File: src/rtl/carry_save_adder3.sv
// Two-stage three-operand adder: a 3:2 carry-save layer is registered,
// then a carry-propagate add produces the registered sum and overflow flag.
module carry_save_adder3 #(
  parameter int WIDTH = 8
) (
  input  logic             clk,
  input  logic             reset,
  input  logic             in_valid,
  input  logic [WIDTH-1:0] a,
  input  logic [WIDTH-1:0] b,
  input  logic [WIDTH-1:0] c,
  output logic [WIDTH-1:0] z,
  output logic             cout,
  output logic             out_valid
);

  logic [WIDTH-1:0] s_d;
  logic [WIDTH-1:0] k_d;
  logic [WIDTH-1:0] s_q;
  logic [WIDTH-1:0] k_q;
  logic             v1_q;
  logic [WIDTH+1:0] t;

  // 3:2 compression: per-bit sum and majority carry
  always_comb begin
    s_d = a ^ b ^ c;
    k_d = (a & b) | (a & c) | (b & c);
  end

  always_ff @(posedge clk or negedge reset) begin
    if (!reset) begin
      s_q  <= '0;
      k_q  <= '0;
      v1_q <= 1'b0;
    end else begin
      s_q  <= s_d;
      k_q  <= k_d;
      v1_q <= in_valid;
    end
  end

  // carries weigh twice their bit position; two extra bits hold 3*(2^W-1)
  assign t = {2'b00, s_q} + {1'b0, k_q, 1'b0};

  always_ff @(posedge clk or negedge reset) begin
    if (!reset) begin
      z         <= '0;
      cout      <= 1'b0;
      out_valid <= 1'b0;
    end else begin
      z         <= t[WIDTH-1:0];
      cout      <= |t[WIDTH+1:WIDTH];
      out_valid <= v1_q;
    end
  end

endmodule

File: config.mk
export PLATFORM = sky130hd
export DESIGN_NAME = carry_save_adder3
export DESIGN_NICKNAME = d
export VERILOG_FILES = /design/src/rtl/carry_save_adder3.sv
export SDC_FILE = /design/constraint.sdc
export NUM_CORES = 1
export LEC_CHECK = 0
export CAP_MARGIN = 10
export CORE_ASPECT_RATIO = 1.75
export CORE_UTILIZATION = 48
export DETAILED_ROUTE_END_ITERATION = 12
export GPL_TIMING_DRIVEN = 1
export PLACE_DENSITY_LB_ADDON = 0.1
export SLEW_MARGIN = 30
export SYNTH_ARGS = -nofsm -noshare
export SYNTH_HDL_FRONTEND = slang
export SYNTH_SLANG_ARGS = --single-unit
File: constraint.sdc
create_clock -name clk -period 2.54 [get_ports clk]
set_input_delay 0.254 -clock clk [delete_from_list [all_inputs] [get_ports clk]]
set_output_delay 0.254 -clock clk [all_outputs]
set_load 0.02 [all_outputs]
Word-level counts from Yosys, hierarchy flattened. Index checks and enable logic that the tools add are counted.

Add/sub/neg operators: 1. Bitwise gates (word level): 7. Reduce and logical (&&, ||, !) cells: 1.

Operators by type and width (number): $and A8 B8 Y8 (3); $or A8 B8 Y8 (2); $xor A8 B8 Y8 (2); $add A8 B9 Y10 (1); $reduce_or A2 Y1 (1).

Register bits after elaboration: 27. Input bits: 27. Output and inout bits: 10. Word-level logic and storage cells: 15.

Depth between registers and ports, before layout.
Word-level depth: 3. Gate-level depth with buffers: 7.

Worst setup path after synthesis. OpenSTA, ideal clock, no wires.

Path type: reg-to-reg. Start: reg s_q[1]. End: reg z[7]. Library setup time: 0.069 ns. Arrival: 1.634 ns. Data required time: 2.471 ns. Setup slack: 0.837 ns. Stages on the path, launching flop included: 8. Path buffers: 0. Period minus slack after synthesis: 1.703 ns. Cell sequence: dfrtp_1 > ha_1 > inv_1 > fa_1 > nor2b_4 > o31a_1 > or4_1 > nand3_1.

Cells in the longest elaborated chain, start to end: 1.

RTL lines: from (decl) (RTL line 19) `logic [WIDTH-1:0] s_q;`; from (signal assigned) (RTL line 32) `s_q <= '0;`; from (signal assigned) (RTL line 36) `s_q <= s_d;`; $add A8 B9 Y10 (RTL line 43) `assign t = {2'b00, s_q} + {1'b0, k_q, 1'b0};`; net t[7] (RTL line 22) `logic [WIDTH+1:0] t;`; to (signal assigned) (RTL line 51) `z <= t[WIDTH-1:0];`; to (decl) (RTL line 12) `output logic [WIDTH-1:0] z,`.

The timed path passes the listed nets, and every way through them passes these cells.

Worst setup path in the final report. Same ends and word-level chain as after synthesis.

==> reports/results.txt <==
Status - finished, final reports clean
Fill cells - 174
Clock Latency Late Sink - 0.27 ns
Max Slew Vio Count - 0
Startpoint Class - flop
Netlist cell types - 20
Post-Synthesis Cells - 78
I/O Buffers - 36
H-tree Lvls - 1
Clock Path Buffers - 2
Place WS - 0.7550 ns
CP arrival - 2.02 ns
Setup CP Type - flop to flop
Syn. warnings - 0
CP Capture Type - flop
CTS tree - built
Vias/cell - 5.208
Fmax - 0.5526 GHz
Initial antenna violation count - 0
Starting Density - 50.69%
GR Util All Layers - 16.85%
Adder-Cell Fraction of Synth Area - 23.24%
Initial drt markers - 11
Die Y - 66.82 um
Root buf cell - clkbuf_8
Reg2Reg Setup Slack - 0.73 ns
Final setup fails - 0
Clock Pin Slew Worst Setup and Hold Paths - 0.09 ns
Gpl congestion - 0.6851
Synthesized flop and latch total - 27
Fin crit period - 1.810 ns
Multiplexer share of the synthesized area - 0%
Drt drc - 0
Peak VDD IR - 0.4100 mV
Worst slew margin - 78.28%
Post-synth top area cell - dfrtp_1
RSZ-0062 raised after global routing - false
Core Box Area - 2273 um2
Pre-antenna DRT Iters - 3
Period utilization - 71.25%
Num CTS Buffers - 3
GRT overflow - 0
Commonest non-fill, non-tap cell in the layout - clkdlybuf4s50_1
Final #Nets - 163
Avg Inst Size Synth - 14.77 um2
Largest family of logic cells by synthesized area - adder cells
Final WL - 1850 um
Fin area - 1598 um2
Ant diodes - 0
Final Skew - 0.005352 ns
Commonest non-fill, non-tap cells in the layout - clkdlybuf4s50_1 (36), dfrtp_1 (27), fa_1 (9), ha_1 (7), inv_1 (5)
Average routed wire per standard cell - 12.85 um
Die W - 39.04 um
Hold Path Class - primary input to async pin
Row count - 23
Antenna violation net count after detailed routing - 0
Final core utilization - 70.28%
Pwr/cell area - 733.6 nW/um2
Xor/xnor share of the synthesized area - 2.280%
Die area - 2608 um2
Synth top area cells - dfrtp_1 (59%), fa_1 (16%), ha_1 (7.6%)
Worst EP required - 2.75 ns
Setup TNS - 0 ns
First-pass GRT wire length - 2980 um
Area growth from synthesis to layout - 38.65%
Post-detail-place hpwl - 1556 um
Crit-path max FO - 4
Share of cells above drive strength 1 - 5.042%
Vias in the first global route - 770
Hold Vio Cnt, Final - 0
Post-Synthesis Cell Area - 1152 um2
Placed inst area - 1551 um2
Total power - 1.172 mW
Setup WS post-layout - 0.7304 ns
Max Cap Viol - 0
Worst reg-to-reg path cell count - 7
Post-synthesis sequential area ratio - 58.63%
Compound-Gate Fraction of Synth Area - 9.338%
Syn_nets - 121
Post-Synth Simple-Gate Area - 4.886%
Cell leakage power - 0.6892 nW
CTS resizes - 0
Top cell type's share of synthesized area - 58.63%
Post-CTS setup buffers - 0
DR vias - 750
# IOs - 37
Largest net degree at the start of global routing - 28
Worst Tran Pin Value - 0.3223 ns
# hold bufs at CTS - 0
TritonCTS Sinks - 27
-- report_power, final --
part | switching (mW) | internal [mW] | leakage, nW
logic | 0.200 | 0.205 | 0.350
clock network | 0.126 | 0.110 | 0.0255
registers | 0.0242 | 0.508 | 0.313
total | 0.350 | 0.823 | 0.689
-- metrics by stage --
stage	hold WS, ns	std cells
4_1_cts	0.3677	144
3_3_place_gp	0.3341	140
5_1_grt	0.3708	144
2_1_floorplan	-0.04159	78
3_5_place_dp	0.3472	140
6_report	0.3559	144
-- worst max-delay path: stages (launching register included) --
cell     delay (ns)
dfrtp_1        0.37
ha_1           0.23
inv_1          0.07
fa_1           0.25
nor2b_4        0.06
o31a_1         0.28
or4_1          0.41
nand3_1        0.09
-- final timing paths --
check | startpoint | to
hold reg to reg | v1_q$_DFF_PN0_ | out_valid$_DFF_PN0_
min in group clk | v1_q$_DFF_PN0_ | out_valid$_DFF_PN0_
max in group asynchronous | reset | k_q[3]$_DFF_PN0_
setup reg to reg | s_q[1]$_DFF_PN0_ | z[7]$_DFF_PN0_
hold / removal | reset | s_q[7]$_DFF_PN0_
setup / recovery | s_q[1]$_DFF_PN0_ | z[7]$_DFF_PN0_
-- cells in the mapped netlist, drive strengths merged --
cell and count:
a31oi 1, o21a 1, nand3 1, dfrtp 27, nor2b 1, a21oi 4
a211oi 3, o211ai 1, xnor2 3, inv 5, ha 7, nor2 3
a21o 1, nand2 1, nor3 3, fa 9, o21ai 4, o21bai 1
o31a 1, or4 1
-- registers in the layout (all words and copies together), names as in the netlist --
register and count:
cout 1, k_q 8, out_valid 1, s_q 8, v1_q 1, z 8
-- cell families (layout without fill, tap and decap cells) --
kind of cell,after synthesis,count (layout)
flip-flops,27,27
adder cells (fa/ha/maj),16,16
buffers and inverters,5,46
AND/OR/NAND/NOR,10,10
XOR/XNOR,3,3
AO/OA/AOI/OAI,17,17
-- metal layers --
metal | share of wire, % | wire length, um | up-vias | global-route usage, %
met4 | 0.92 | 17 | 0 | 6.466
met1 | 33 | 603 | 370 | 14.45
met5 | 0 | 0 | - | 0
li1 | - | - | 349 | -
met2 | 62 | 1154 | 28 | 33.96
met3 | 4.1 | 75 | 3 | 3.000
-- cell type report --
class                      instances  area [um2]  area share, %
clock buffer                       3       41.29          2.584
timing repair buffer              37       367.9          23.02
clock inverter                     1       5.005         0.3132
tap                               25       31.28          1.958
sequential                        27       675.6          42.29
inverter                           5       18.77          1.175
multi-input combinational         46       457.9          28.66
Power figures use the tool's default switching activity.
==> edit, RTL diff (same flow settings) <==
Set the parameter `WIDTH` to 12 (it was 8).
--- a/src/rtl/carry_save_adder3.sv
+++ b/src/rtl/carry_save_adder3.sv
@@ -2,5 +2,5 @@
 // then a carry-propagate add produces the registered sum and overflow flag.
 module carry_save_adder3 #(
-  parameter int WIDTH = 8
+  parameter int WIDTH = 12
 ) (
   input  logic             clk,
Interface: changed (resized a, b, c and z); port bits go from 37 to 53. No check against the original RTL was run, so the function may have changed too.
==> edit against the unedited design <==
Final area up 49%. Sequential power up 47%. Count of clock-buffer cells in the layout up 3. Clock skew down 1.5 ps. Non-clock buffer count up 15. Total power up 55%. Setup slack worse by 220 ps. Synthesized area up 51%. Sequential cell count up 12. Routed wire length up 61%. Die area up 49%. Highest routed layer unchanged.
==> edit: results (changes against the unedited design) <==
* Status: finished, final reports clean (unchanged)
* Max-slew headroom at 0.455 (was 0.783)
* WL/cell at 13.2 um (was 12.8 um)
* Post-Place Cell Area at 0.00231 mm2 (was 0.00155 mm2)
* Via count at 1124 (was 750)
* Htree depth at 2 (was 1)
* Clock buffers at 6 (was 3)
* Final core occ at 0.694 (was 0.703)
* Num CTS Buffers at 5 (was 3)
* ClkCell Share at 0.0305 (was 0.0290)
* Multiplexer share of the synthesized area at 0.00576 (was 0)
* Hpwl dp at 2400 um (was 1560 um)
* Non-Filler Instances at 225 (was 144)
* CTS Sinks at 39 (was 27)
* Core Box Area at 0.00343 mm2 (was 0.00227 mm2)
* Final Power at 1.82 mW (was 1.17 mW)
* Data buffer area share at 0.216 (was 0.230)
* Final Skew at 3.90 ps (was 5.35 ps)
* Post-synth top cells: dfrtp_1 (39), fa_1 (13), ha_1 (11), nor2_1 (8), inv_1 (7) (was dfrtp_1 (27), fa_1 (9), ha_1 (7), inv_1 (5))
* Synth top area cells: dfrtp_1 (56%), fa_1 (15%), ha_1 (7.9%), xnor2_1 (3.0%), nor2_1 (1.7%) (was dfrtp_1 (59%), fa_1 (16%), ha_1 (7.6%), xnor2_1 (2.3%), a211oi_1 (2.0%))
* Multi-input gate area in the final layout at 736 um2 (was 458 um2)
* Largest net degree at the start of global routing at 40 (was 28)
* Reg2Reg Depth at 8 (was 7)
* Crit path max-delay cell type: fa_1 (was or4_1)
* Storage cell area at 976 um2 (was 676 um2)
* Avg Cell Area, Syn at 14.2 um2 (was 14.8 um2)
* Worst r2r src: k_q[0] (was s_q[1])
* WP data arrival at 2190 ps (was 2020 ps)
* Sequential-to-total area share from yosys stat at 0.562 (was 0.586)
* Clock transition at path regs at 60 ps (was 90 ps)
* Worst slack at placement at 525 ps (was 755 ps)
* Cell variety after synth at 25 (was 20)
* Fillers at 281 (was 174)
* Placed Cells at 219 (was 140)
* Sw Ratio at 0.306 (was 0.298)
* Layout inverter count without the clock tree at 7 (was 5)
* Crit Reg-Reg Endpoint: z[11] (was z[7])
* Count of input and output buffers at 52 (was 36)
* Mapped Nets at 185 (was 121)
* Sequential power at 784 uW (was 532 uW)
* Share of cells above drive strength 1 at 0.0556 (was 0.0504)
* Synth Area in Compound Gates at 0.0756 (was 0.0934)
* Leak at 1.03 nW (was 0.689 nW)
* Nets at 244 (was 163)
-- edit: worst max-delay path, delay by kind of cell (launching register included) --
| kind | cells | cell delay, ps |
|---|---|---|
| compound gates | 3 | 700 |
| fa+ha+maj | 2 | 570 |
| flops | 1 | 330 |
| simple gates | 2 | 250 |
| buf+inv | 1 | 60 |
-- edit: how the worst max path moves through the flow --
stage / startpoint / end / slack [ps]
after floorplan: s_q[1] / z[11] / 660
after detailed placement: k_q[0] / z[11] / 530
final: k_q[0] / z[11] / 520
after global routing: k_q[0] / z[11] / 450
after CTS: k_q[0] / z[11] / 510
after global placement: s_q[1] / z[11] / 610
-- edit: layer usage --
layer | global-route usage | up-vias | part of all wire
met2 | 0.326 | 36 | 0.60
li1 | - | 526 | -
met5 | 0 | - | 0
met4 | 0.117 | 0 | 0.036
met3 | 0.0527 | 8 | 0.045
met1 | 0.157 | 554 | 0.32
